<file path="src/rtl/addv_accumulator.sv">
// rtl/addv_accumulator.sv - signed group accumulator around a prefix adder (AddV)
// Optional saturation of the running sum: define ADDV_ACCUMULATOR_SAT_EN.

package lau_pkg;
  typedef enum logic {SLOW = 1'b0, FAST = 1'b1} speed_e;
endpackage

// Two's complement adder with carry-in; V flags signed overflow of this add.
module addv #(
  parameter int unsigned     width = 8,
  parameter lau_pkg::speed_e speed = lau_pkg::FAST
) (
  input  logic [width-1:0] a,
  input  logic [width-1:0] b,
  input  logic             ci,
  output logic [width-1:0] s,
  output logic             v
);
  localparam int unsigned LV = $clog2(width);

  logic [width-1:0] g0, p0, cf;
  logic [width:0]   c;

  assign p0 = a ^ b;
  // Carry-in is folded into the bit-0 generate so the prefix tree needs no extra column.
  assign g0 = (a & b) | {{(width-1){1'b0}}, p0[0] & ci};

  if (speed == lau_pkg::FAST) begin : g_fast
    always_comb begin
      logic [width-1:0] gg, pp, gn, pn;
      gg = g0;
      pp = p0;
      for (int k = 0; k < LV; k++) begin
        gn = gg;
        pn = pp;
        for (int i = 0; i < width; i++) begin
          if (i >= (1 << k)) begin
            gn[i] = gg[i] | (pp[i] & gg[i-(1<<k)]);
            pn[i] = pp[i] & pp[i-(1<<k)];
          end
        end
        gg = gn;
        pp = pn;
      end
      cf = gg;
    end
  end else begin : g_ripple
    always_comb begin
      logic [width-1:0] r;
      r    = '0;
      r[0] = g0[0];
      for (int i = 1; i < width; i++) r[i] = g0[i] | (p0[i] & r[i-1]);
      cf = r;
    end
  end

  assign c = {cf, ci};
  assign s = p0 ^ c[width-1:0];
  assign v = c[width] ^ c[width-1];
endmodule

module addv_accumulator #(
  parameter int unsigned     width = 8,
  parameter lau_pkg::speed_e speed = lau_pkg::FAST,
  parameter int unsigned     len   = 4
) (
  input  logic             clk_i,
  input  logic             rst_ni,
  input  logic             clear_i,
  input  logic             in_valid_i,
  output logic             in_ready_o,
  input  logic [width-1:0] in_data_i,
  input  logic             in_ci_i,
  output logic             out_valid_o,
  input  logic             out_ready_i,
  output logic [width-1:0] out_sum_o,
  output logic             out_ovf_o
);
  localparam int unsigned CW = $clog2(len + 1);

  typedef enum logic {ACC, DONE} state_t;

  state_t           state_q, state_d;
  logic [width-1:0] acc_q, sum, acc_nxt;
  logic             ovf_q, v;
  logic [CW-1:0]    cnt_q;
  logic             last, in_fire, out_fire;

  addv #(.width(width), .speed(speed)) u_addv (
    .a  (acc_q),
    .b  (in_data_i),
    .ci (in_ci_i),
    .s  (sum),
    .v  (v)
  );

`ifdef ADDV_ACCUMULATOR_SAT_EN
  // On overflow the operand sign tells which rail was crossed.
  assign acc_nxt = !v ? sum :
                   in_data_i[width-1] ? {1'b1, {(width-1){1'b0}}} : {1'b0, {(width-1){1'b1}}};
`else
  assign acc_nxt = sum;
`endif

  assign last     = (cnt_q == CW'(len - 1));
  assign in_fire  = in_valid_i & in_ready_o;
  assign out_fire = out_valid_o & out_ready_i;

  always_comb begin
    state_d     = state_q;
    in_ready_o  = 1'b0;
    out_valid_o = 1'b0;
    case (state_q)
      ACC: begin
        in_ready_o = ~clear_i;
        if (in_valid_i && !clear_i && last) state_d = DONE;
      end
      DONE: begin
        out_valid_o = ~clear_i;
        if (out_ready_i && !clear_i) state_d = ACC;
      end
      default: state_d = ACC;
    endcase
    if (clear_i) state_d = ACC;
  end

  always_ff @(posedge clk_i or negedge rst_ni) begin
    if (!rst_ni) state_q <= ACC;
    else         state_q <= state_d;
  end

  always_ff @(posedge clk_i or negedge rst_ni) begin
    if (!rst_ni) begin
      acc_q <= '0;
      ovf_q <= 1'b0;
      cnt_q <= '0;
    end else if (clear_i) begin
      acc_q <= '0;
      ovf_q <= 1'b0;
      cnt_q <= '0;
    end else if (in_fire) begin
      acc_q <= acc_nxt;
      ovf_q <= ovf_q | v;
      cnt_q <= last ? '0 : cnt_q + CW'(1);
    end else if (out_fire) begin
      acc_q <= '0;
      ovf_q <= 1'b0;
    end
  end

  assign out_sum_o = acc_q;
  assign out_ovf_o = ovf_q;
endmodule

</file>
<file path="config.mk">
export PLATFORM = sky130hd
export DESIGN_NAME = addv_accumulator
export DESIGN_NICKNAME = d
export VERILOG_FILES = /design/src/rtl/addv_accumulator.sv
export SDC_FILE = /design/constraint.sdc
export NUM_CORES = 1
export LEC_CHECK = 0
export CORE_MARGIN = 5
export CORE_UTILIZATION = 49
export CTS_BUF_LIST = sky130_fd_sc_hd__clkbuf_16
export DETAILED_ROUTE_END_ITERATION = 12
export PLACE_DENSITY = 0.82
export SLEW_MARGIN = 20
export SYNTH_ARGS = -nofsm -noshare
export SYNTH_HDL_FRONTEND = slang
export SYNTH_SLANG_ARGS = --single-unit
</file>
<file path="constraint.sdc">
create_clock -name clk_i -period 4.4 [get_ports clk_i]
set_input_delay 0.44 -clock clk_i [delete_from_list [all_inputs] [get_ports clk_i]]
set_output_delay 0.44 -clock clk_i [all_outputs]
set_load 0.02 [all_outputs]
</file>
=== After elaboration in Yosys (flattened, before gate mapping) ===
Index checks and enable logic that the tools add are counted.

* $add $sub $neg: 1
* Equal/unequal tests: 1
* Muxes and demuxes: 15
* Bitwise logic cells: 55
* Reductions and logical operators: 6

{| class="wikitable"
|+ Operators with widths
! operator !! count
|-
| 1-bit AND || 30
|-
| 8-bit 2-to-1 mux || 3
|-
| 1-bit bitwise OR || 18
|-
| 8-bit XOR || 2
|-
| 3-bit 2-to-1 mux || 3
|-
| 8-bit AND || 1
|-
| 1-bit 2-to-1 mux || 8
|-
| 8-bit by 1-bit bitwise OR with 8-bit output || 1
|-
| 3-bit by 1-bit adder with 3-bit output (second input constant) || 1
|-
| 3-bit by 2-bit == test with 1-bit output (second input constant) || 1
|-
| 1-bit logical AND || 3
|-
| 3-bit nonzero test || 1
|-
| 1-bit inverter || 2
|-
| 1-bit one-hot mux with 2 select lines || 1
|-
| 2-bit nonzero test || 1
|-
| 1-bit zero test || 1
|-
| 1-bit XOR || 1
|}

* Bits in registers: 13
* Output and inout port bits: 11
* Logic and storage cells: 82

=== Longest topological paths before layout ===
* Depth after elaboration: 13
* Mapped depth: 8
* Mapped depth without buffers: 8

=== By module ===
A second synthesis with hierarchy kept.

* Cells, all modules: 85
* Area, all modules: 879.6 µm²

{| class="wikitable"
|+ By module, submodules not included
! module !! times used !! cells an instance !! area each (µm²) !! seq. area each (µm²)
|-
| addv_accumulator || 1 || 43 || 549.3 || 325.3
|-
| addv || 1 || 42 || 330.3 || 0.0
|}

=== Worst setup path before layout ===
OpenSTA, ideal clock, no wires.

* Path type: in2reg
* Start: input in_data_i[0]
* End: register acc_q[6], in the netlist out_sum_o[6]
* Data arrival time: 2057 ps
* Required time: 4278 ps
* Slack: 2222 ps
* Cell stages on the path: 8
* Path through: fa_1 inv_1 fa_1 nand2b_1 a21oi_1 o21a_1 or3_1 a32o_1

* Cells in the longest elaborated chain, start to end: 10
* Elaborated cells between the ends (all ways): 11
* Those cells by class: mux (2); bitwise (9)

{| class="wikitable"
|+ Ends and longest elaborated chain
! item !! RTL line !! text
|-
| start, declared || 72 || <nowiki>input logic [width-1:0] in_data_i,</nowiki>
|-
| 8-bit XOR || 24 || <nowiki>assign p0 = a ^ b;</nowiki>
|-
| 1-bit AND || 26 || <nowiki>assign g0 = (a & b) | {{(width-1){1'b0}}, p0[0] & ci};</nowiki>
|-
| 8-bit by 1-bit bitwise OR with 8-bit output (*) || 26 ||
|-
| 1-bit AND (*) || 38 || <nowiki>gn[i] = gg[i] | (pp[i] & gg[i-(1<<k)]);</nowiki>
|-
| 1-bit bitwise OR (*) || 38 ||
|-
| 1-bit AND (*) || 38 ||
|-
| 1-bit bitwise OR (*) || 38 ||
|-
| 8-bit XOR (*) || 58 || <nowiki>assign s = p0 ^ c[width-1:0];</nowiki>
|-
| 8-bit 2-to-1 mux (*) || 141 || <nowiki>end else if (in_fire) begin</nowiki>
|-
| 8-bit 2-to-1 mux (*) || 137 || <nowiki>end else if (clear_i) begin</nowiki>
|-
| end signal, assigned || 142 || <nowiki>acc_q <= acc_nxt;</nowiki>
|-
| end, declared || 84 || <nowiki>logic [width-1:0] acc_q, sum, acc_nxt;</nowiki>
|}

Mark *: on every way between the ends. The rest lies on a longest branch, timed or not.
A chain may end at the register's enable or synchronous reset.

=== Worst setup path after layout ===
Ends and elaborated chain as after synthesis.

==> metrics.cfg <==
[outcome]
status = finished, final reports clean

[worst_setup_path]
r2r_slack_ns = 2.18
critPathMaxFanout = 3
cp.arrival_ns = 2.63
reg2reg_to = out_sum_o[6]
cp.required_ns = 4.53
cp-end-kind = flip-flop
reg2reg_depth = 8
crit_type = in -> reg
r2r-start = out_sum_o[0]
cp-start-kind = input port

[yosys]
synthesis.area_um2 = 865
post_synth.cell_area_avg_um2 = 9.50
netlist_instances = 91
synth_common_cells = dfrtp_1 (13), o21ai_0 (10), ha_1 (8), nand2_1 (8), nor2_1 (7)
synth_top_cell_area_share_pct = 37.6
syn_nets = 115
yosysSeqAreaShare_pct = 37.6
yosys_warnings = 0
synth_edf_count = 0
yosys.area.top_type = dfrtp_1
synthFlopType = dfrtp_1
synthDistinctLibCells = 28
async_reset_ff_share_pct = 100
synth.top_cells.by_area = dfrtp_1 (38%), ha_1 (12%), o21ai_0 (5.8%)
yosysMostFrequentCell = dfrtp_1
yosys_register_bits = 13

[timing]
grt_setup_unrepaired = no
worst_slew_pin_slew_ns = 0.708
period_share_pct = 56.9
finClkSkew_ns = 0.000990
worst_hold_slack_ns = 0.512
fin_ws_ns = 1.90
relSlewSlack_pct = 52.7
setup_tns_ns = 0
max_freq_ghz = 0.399
min_period_ns = 2.50
slew_violations = 0
setup_viol = 0
finalHoldViolCount = 0

[die]
pin_count = 25
dieWidth_um = 52.0
die_height_um = 52.0
core_area_um2 = 1710
start_util_pct = 50.6
placementRows = 15
dieArea_um2 = 2700

[grt]
grt_usage_pct = 18.4
grt_pass1_wl_um = 3610
top_usage_layer = met2
use_met3_pct = 5.16
grt-ovfl-total = 0
grt_util_met1_pct = 20.8
grt_pass1_vias = 806
grt_max_degree = 14
antenna_found_initial = 0
use_met2_pct = 32.6

[pwr]
p_per_area_nw_per_um2 = 385
power.leakage_uw = 0.000542
seq_power_share_pct = 31.0
p_comb_share_pct = 31.8
vdd.ir_drop.worst_mv = 0.221
p_switching_uw = 139
p_clk_share_pct = 37.2
sw_frac_of_total_pct = 29.9
p_int_uw = 327

[clock_tree]
cts-root-buf = clkbuf_16
clockBufferDepth = 2
clock_sinks = 13
holdBufCountCts = 0
h-tree-depth = 1
cts_tree = done
path_clk_slew_ns = 0.05
post-cts-setup-buffers = 0
clk_latency_ns = 0.24
cts_inserted_buffers = 3
ctsResizeCount = 0

[hold_path]
min_to = out_ovf_o
hold_path_class = reg -> reg
hold_path_depth = 1
hp-start = out_ovf_o

[detailed_routing]
wl_per_cell_um = 14.6
drc = 0
dr_total_vias = 786
first_iter_violations = 10
drtAntennaViolNets = 0
routed_wl_um = 2080
via_per_inst = 5.50
firstDrtPassIters = 4

[finish]
nets = 143
post-route-util_pct = 70.9
area_growth_pct = 40.1
diodes = 0
drive_above_1_share_pct = 5.08

[place]
hpwl_um = 1580
gp_congestion = 0.886
pre_cts_slack_ns = 1.65
io_buffers = 24

[flow_run]
drv_cap = 0

placed cells by master (no fill, tap or decap), drive strengths merged, types with 3 or more instances in the layout:
cell type,netlist,layout
clkdlybuf4s50,0,24
dfrtp,13,13
o21ai,10,10
nand2,8,8
ha,8,8
nor2,7,7
nand2b,6,6
a21oi,6,6
inv,5,5
a21o,3,3
clkbuf,0,3
power groups by stage:
stage	Sequential [uW]	Clock [uW]	Combinational, uW
global route	146	186	166
finish	144	173	148
floorplan	158	0	77.5
detailed placement	146	0	148
CTS	144	178	149
global placement	145	0	144
worst max-delay path, stage by stage:
cell	delay [ns]
clkdlybuf4s50_1	0.43
fa_1	0.48
inv_1	0.09
fa_1	0.17
nand2b_1	0.15
a21oi_1	0.12
o21a_1	0.19
or3_1	0.31
a32o_1	0.25
metrics by stage:
stage / std cells / cell area, um2 / total power [uW]
4_1_cts: 143 / 1210 / 471
3_3_place_gp: 139 / 1130 / 289
6_report: 143 / 1210 / 466
2_1_floorplan: 91 / 865 / 236
5_1_grt: 143 / 1210 / 498
3_5_place_dp: 139 / 1130 / 294
state kept, by name, summed over array words and instances (netlist names):
register   count
out_sum_o      8
cnt_q          3
out_ovf_o      1
state_q        1
cells by family after synthesis:
kind of cell / after synthesis / share of synthesized area, %
AO/OA/AOI/OAI: 33 / 26.2
XOR/XNOR: 2 / 2.03
adder cells (fa/ha/maj): 10 / 16.2
buffers and inverters: 6 / 2.75
flip-flops: 13 / 37.6
AND/OR/NAND/NOR: 27 / 15.2
cell type report:
cell class	instances	area, um2
Clock inverter	1	5.00
Multi-Input combinational cell	72	515
Timing Repair Buffer	24	240
Sequential cell	13	325
Fill cell	134	497
Inverter	5	18.8
Clock buffer	3	75.1
Tap cell	25	31.3
per-layer routing:
layer / wire (um) / vias up
met5: 0 / -
met4: 25 / 0
met3: 121 / 2
met2: 1050 / 23
met1: 884 / 376
li1: - / 385
how the worst max path moves through the flow:
| stage | slack, ns | endpoint | depth (start not counted) | startpoint |
|---|---|---|---|---|
| after global placement | 1.71 | out_sum_o[6] | 9 | in_data_i[0] |
| after global routing | 1.74 | out_sum_o[6] | 9 | in_data_i[0] |
| after CTS | 1.90 | out_sum_o[6] | 9 | in_data_i[0] |
| after floorplan | 2.22 | out_sum_o[6] | 8 | in_data_i[0] |
| final | 1.90 | out_sum_o[6] | 9 | in_data_i[0] |
| after detailed placement | 1.65 | out_sum_o[6] | 9 | in_data_i[0] |
No activity file was read; power rests on OpenSTA's default activity.
